[src/rtl/brq_arb_pkg.sv]
// rtl/brq_arb_pkg.sv - shared owner enum and byte-strobe width for the memory arbiter
package brq_arb_pkg;

  localparam int BeWidth = 4;

  typedef enum logic [1:0] {
    OWN_NONE = 2'd0,
    OWN_IFU  = 2'd1,
    OWN_LDST = 2'd2
  } owner_e;

endpackage

[src/rtl/brq_arb_fair_cnt.sv]
// rtl/brq_arb_fair_cnt.sv - saturating count of data grants made while a fetch waits
module brq_arb_fair_cnt #(
  parameter int MaxDataRun = 4
) (
  input  logic clk,
  input  logic rst,
  input  logic ifu_req,
  input  logic ifu_gnt,
  input  logic ldst_gnt,
  output logic force_ifu
);

  localparam int CntWidth = $clog2(MaxDataRun + 1);
  localparam logic [CntWidth-1:0] CntMax = CntWidth'(MaxDataRun);

  logic [CntWidth-1:0] cnt;

  always_ff @(posedge clk or posedge rst) begin
    if (rst) begin
      cnt <= '0;
    end else if (!ifu_req || ifu_gnt) begin
      cnt <= '0;
    end else if (ldst_gnt && (cnt != CntMax)) begin
      cnt <= cnt + 1'b1;
    end
  end

  // Once the data side has had its run, the waiting fetch wins the next cycle.
  assign force_ifu = ifu_req && (cnt == CntMax);

endmodule

[src/rtl/brq_mem_arbiter.sv]
// rtl/brq_mem_arbiter.sv - fetch/data arbiter for a 1-cycle single-port memory; BRQ_ARB_FAIRNESS_EN adds fetch fairness
module brq_mem_arbiter
  import brq_arb_pkg::*;
#(
  parameter int DataWidth  = 32,
  parameter int AddrWidth  = 15,
  parameter int MaxDataRun = 4
) (
  input  logic                 brq_clk,
  input  logic                 brq_rst,
  input  logic                 ifu_req,
  input  logic [AddrWidth-1:0] ifu_addr,
  output logic                 ifu_gnt,
  output logic                 ifu_rvalid,
  output logic [DataWidth-1:0] ifu_rdata,
  input  logic                 ldst_req,
  input  logic                 ldst_we,
  input  logic [AddrWidth-1:0] ldst_addr,
  input  logic [DataWidth-1:0] ldst_wdata,
  input  logic [BeWidth-1:0]   ldst_be,
  output logic                 ldst_gnt,
  output logic                 ldst_rvalid,
  output logic [DataWidth-1:0] ldst_rdata,
  output logic                 mem_req,
  output logic                 mem_we,
  output logic [AddrWidth-1:0] mem_addr,
  output logic [DataWidth-1:0] mem_wdata,
  output logic [BeWidth-1:0]   mem_be,
  input  logic [DataWidth-1:0] mem_rdata,
  output logic                 arb_stall
);

  logic   ldst_win;
  logic   ifu_win;
  owner_e owner;

  if (MaxDataRun < 1) begin : g_bad_cfg
    $error("MaxDataRun must be at least 1");
  end

`ifdef BRQ_ARB_FAIRNESS_EN
  logic force_ifu;

  brq_arb_fair_cnt #(
    .MaxDataRun(MaxDataRun)
  ) u_fair_cnt (
    .clk      (brq_clk),
    .rst      (brq_rst),
    .ifu_req  (ifu_req),
    .ifu_gnt  (ifu_gnt),
    .ldst_gnt (ldst_gnt),
    .force_ifu(force_ifu)
  );

  assign ldst_win = ldst_req && !force_ifu;
`else
  assign ldst_win = ldst_req;
`endif

  assign ifu_win  = ifu_req && !ldst_win;

  // Grants are held off during reset so every output reads 0.
  assign ldst_gnt  = ldst_win && !brq_rst;
  assign ifu_gnt   = ifu_win && !brq_rst;
  assign arb_stall = !brq_rst && ((ifu_req && !ifu_gnt) || (ldst_req && !ldst_gnt));

  assign mem_req   = ifu_gnt || ldst_gnt;
  assign mem_we    = ldst_gnt && ldst_we;
  assign mem_addr  = ldst_gnt ? ldst_addr : (ifu_gnt ? ifu_addr : '0);
  assign mem_wdata = ldst_gnt ? ldst_wdata : '0;
  assign mem_be    = ldst_gnt ? ldst_be : '0;

  always_ff @(posedge brq_clk or posedge brq_rst) begin
    if (brq_rst) begin
      owner       <= OWN_NONE;
      ifu_rvalid  <= 1'b0;
      ldst_rvalid <= 1'b0;
    end else if (ldst_gnt && !ldst_we) begin
      owner       <= OWN_LDST;
      ifu_rvalid  <= 1'b0;
      ldst_rvalid <= 1'b1;
    end else if (ifu_gnt) begin
      owner       <= OWN_IFU;
      ifu_rvalid  <= 1'b1;
      ldst_rvalid <= 1'b0;
    end else begin
      owner       <= OWN_NONE;
      ifu_rvalid  <= 1'b0;
      ldst_rvalid <= 1'b0;
    end
  end

  assign ifu_rdata  = (owner == OWN_IFU)  ? mem_rdata : '0;
  assign ldst_rdata = (owner == OWN_LDST) ? mem_rdata : '0;

endmodule
[config.mk]
export PLATFORM = sky130hd
export DESIGN_NAME = brq_mem_arbiter
export DESIGN_NICKNAME = d
export VERILOG_FILES = /design/src/rtl/brq_arb_pkg.sv /design/src/rtl/brq_arb_fair_cnt.sv /design/src/rtl/brq_mem_arbiter.sv
export SDC_FILE = /design/constraint.sdc
export NUM_CORES = 1
export LEC_CHECK = 0
export BUFFER_PORTS_ARGS = -buffer_cell sky130_fd_sc_hd__buf_2
export CAP_MARGIN = 25
export CORE_AREA = 2 2 87 89
export CTS_CLUSTER_SIZE = 40
export DETAILED_ROUTE_END_ITERATION = 10
export DIE_AREA = 0 0 89 91
export PLACE_DENSITY = 0.64
export SLEW_MARGIN = 20
export SYNTH_ARGS = -nofsm -noshare
export SYNTH_HDL_FRONTEND = slang
export SYNTH_HIERARCHICAL = 1
export SYNTH_SLANG_ARGS = --single-unit
[constraint.sdc]
create_clock -name brq_clk -period 1.15 [get_ports brq_clk]
set_input_delay 0.115 -clock brq_clk [delete_from_list [all_inputs] [get_ports brq_clk]]
set_output_delay 0.115 -clock brq_clk [all_outputs]
set_load 0.01 [all_outputs]
== After elaboration in Yosys (flattened, before gate mapping) ==
Cells that the tools add are included.

* Flip-flop bits (word level): 4
* Input bits: 103
* Output and inout bits: 122
* Word-level logic and storage cells: 31

* Equality and inequality tests: 2
* Multiplexer cells: 11
* Reduce and logical (&&, ||, !) cells: 15

{| class="wikitable"
|+ Operator list
! operator !! number
|-
| two-way mux 32 bit || 3
|-
| two-way mux 15 bit || 2
|-
| logical AND 1 bit || 8
|-
| zero test 1 bit || 5
|-
| two-way mux 1 bit || 4
|-
| two-way mux 4 bit || 1
|-
| == test 2 x 1 -> 1 bit (second input constant) || 1
|-
| == test 2 bit (second input constant) || 1
|-
| logical OR 1 bit || 2
|-
| two-way mux 2 bit || 1
|}

== Longest topological paths before layout ==
* Depth in word-level cells: 7
* Mapped depth: 4

== Worst setup path before layout ==
No wires, ideal clock.

* Path kind: register -> output
* From: reg ldst_rvalid (netlist name)
* To: out ifu_rdata[10]
* Arrival: 1032 ps
* Required time: 1035 ps
* Setup slack: 3 ps
* Stages on the path, launching flop included: 4
* Cell sequence: dfrtp_1 and2b_1 clkbuf_1 and2_1

{| class="wikitable"
|+ RTL lines
! item !! line !! RTL
|-
| end: declaration || brq_mem_arbiter.sv:15 || <nowiki>output logic [DataWidth-1:0] ifu_rdata,</nowiki>
|}

==> impl_metrics.env <==
export IMPL_ys_types=13
export IMPL_ant_nets=0
export IMPL_maxCapViolations=0
export IMPL_rows=31
export IMPL_layoutNonFillerInstCount=462
export IMPL_ys_flop_type="dfrtp_1"
export IMPL_dp_cells=458
export IMPL_p_seq_share_pct=7.7
export IMPL_rsz0062_at_grt="true"
export IMPL_crit_path_end_kind="output port"
export IMPL_io_buffers=224
export IMPL_worstMarginPinSlew_ns=0.356
export IMPL_finalSetupViolations=64
export IMPL_worst_setup_path_start_kind="register"
export IMPL_synth_edf_count=0
export IMPL_synthesis_nets=247
export IMPL_cts_root_buf="clkbuf_8"
export IMPL_die_h_microns=91
export IMPL_crit_path_start="ldst_rvalid"
export IMPL_slew_viol_final=0
export IMPL_synth_top_area_share_pct=65.4
export IMPL_cts_reportedPaths_clkPinSlew_ns=0.03
export IMPL_fmax_mhz=732
export IMPL_ys_seq_area_share_pct=5.03
export IMPL_internal_power_mw=0.631
export IMPL_design_area_sq_um=2320
export IMPL_cts_tree="built"
export IMPL_hpwl_microns=5070
export IMPL_place_congestion=0.780
export IMPL_cellPowerDensity_nw_per_um2=419
export IMPL_first_iter_violations=10
export IMPL_cts_made_buffers=3
export IMPL_area_growth_pct=134
export IMPL_power_switching_mw=0.342
export IMPL_swShare_pct=35.2
export IMPL_grt_max_degree=56
export IMPL_antenna_found_initial=0
export IMPL_grt_pass1_wl_microns=7690
export IMPL_synthArstFlopShare_pct=100
export IMPL_layout_min_cycle_time_ns=1.37
export IMPL_holdCritPathClass="primary input to register"
export IMPL_violations="negative setup slack"
export IMPL_htree_levels=1
export IMPL_num_vias=1822
export IMPL_die_area_sq_um=8100
export IMPL_wl_microns=5560
export IMPL_worst_slack_ns=-0.216
export IMPL_vdd_drop_max_uv=211
export IMPL_synth_area_leaders="and2_1, a32o_1, dfrtp_1, buf_6, buf_4"
export IMPL_post_place_ws_ns=0.000659
export IMPL_slew_headroom_pct=76.3
export IMPL_power_leakage_nw=1.51
export IMPL_crit_required_ns=1.03
export IMPL_drive_gt1_share_pct=66.1
export IMPL_grt_overflow=0
export IMPL_finalCritPeriodShare_pct=119
export IMPL_start_util_pct=13.9
export IMPL_netlist_area_sq_um=995
export IMPL_yosys_top_cells_count="and2_1, a32o_1, clkbuf_1, buf_4, buf_6"
export IMPL_via_per_inst=3.94
export IMPL_core_area_sq_um=7140
export IMPL_worstPathArrival_ns=1.25
export IMPL_yosysTopAreaCell="and2_1"
export IMPL_firstDrtPassIters=4
export IMPL_cp_max_fo=29
export IMPL_syn_inst=144
export IMPL_synth_most_common_cell="and2_1"
export IMPL_combPwrFrac_pct=64.1
export IMPL_postCtsSetupBuffers=0
export IMPL_dpl_cell_area_sq_um=2230
export IMPL_syn_area_per_cell_sq_um=6.91
export IMPL_routedWlPerCell_microns=12.0
export IMPL_track_usage_pct=12.1
export IMPL_ys_ff_latch=2
export IMPL_clkSinkCount=2
export IMPL_hold_viol_final=0
export IMPL_cts_path_max_buffers=2
export IMPL_nets=468
export IMPL_grt_pass1_vias=1628
export IMPL_ys_warn_count=6
export IMPL_die_w_microns=89
export IMPL_diodes=0
export IMPL_io_pins=225
export IMPL_status="finished with violations"
export IMPL_worstSetupPathType="register to output port"
export IMPL_drc=0
export IMPL_hp_start="ldst_we"
export IMPL_clkPwrFrac_pct=28.2
[power by group through the flow]
stage	Sequential [mW]	Clock, mW	Combinational, mW
floorplan	0.0772	0	0.268
global placement	0.0757	0	0.610
detailed placement	0.0759	0	0.619
CTS	0.0752	0.284	0.622
global route	0.0753	0.294	0.683
finish	0.0752	0.274	0.624
[final cells by class]
type                    instances  area, sq um
clock buffers                   3         41.3
repair buffers                231         1240
flip-flops and latches          2         50.0
multi-input cells             126          861
inverters                       1         3.75
fillers                       798         4810
well taps                      99          124
[worst paths after layout]
check | to | slack [ns] | depth (start not counted)
max | ldst_rdata[25] | -0.22 | 4
min | ldst_rvalid | 0.07 | 2
max in group asynchronous | owner[0] | 0.65 | 3
min in group asynchronous | ldst_rvalid | 0.38 | 3
[stage by stage]
step	power, mW	TNS (ns)	hold WS (ns)	utilization [%]
after floorplan	0.345	0	-0.144	-
after global placement	0.685	0	0.0396	31.3
after detailed placement	0.694	0	0.0399	31.3
after CTS	0.982	-13.15	0.0666	32.0
after global routing	1.05	-15.73	0.0808	32.6
final	0.973	-12.74	0.0659	32.6
[cell usage in the layout (no fill, tap or decap)]
cell           netlist  routed
buf_2                2     219
and2_1             104     100
a32o_1              15      15
buf_6                3       5
and2_4               0       4
clkbuf_8             0       3
buf_12               0       3
buf_4                4       3
nor2_1               2       2
dfrtp_1              2       2
and2b_2              0       1
and2b_1              2       1
nor2b_4              0       1
nor2_2               1       1
nor2b_1              1       1
inv_1                1       1
dlygate4sd3_1        0       1
[what timing repair did]
action,CTS,global route
gates resized for setup,1,10
hold buffers,1,0
setup endpoints to repair,64,64
pin swaps,0,0
hold endpoints to repair,2,0
[kinds of logic after synthesis]
kind of cell | count (synthesis) | synth area share (%)
buf+inv | 16 | 10.1
compound gates | 15 | 15.1
flops | 2 | 5.03
simple gates | 111 | 69.8
[routing by layer]
| layer | global-route usage, % | vias up | routed length (microns) |
|---|---|---|---|
| met5 | 0 | - | 0 |
| met4 | 2.74 | 0 | 43 |
| met3 | 2.73 | 4 | 603 |
| met2 | 23.4 | 134 | 2840 |
| met1 | 12.9 | 783 | 2070 |
| li1 | - | 901 | - |
[worst max-delay path, stage by stage (launching register included)]
cell	delay, ns
dfrtp_1	0.37
and2b_2	0.23
buf_12	0.15
and2_1	0.16
buf_2	0.13
[registers in the layout, indices dropped and copies added, names as in the netlist]
name,flops
ldst_rvalid,1
owner,1
Power figures use the tool's default switching activity.
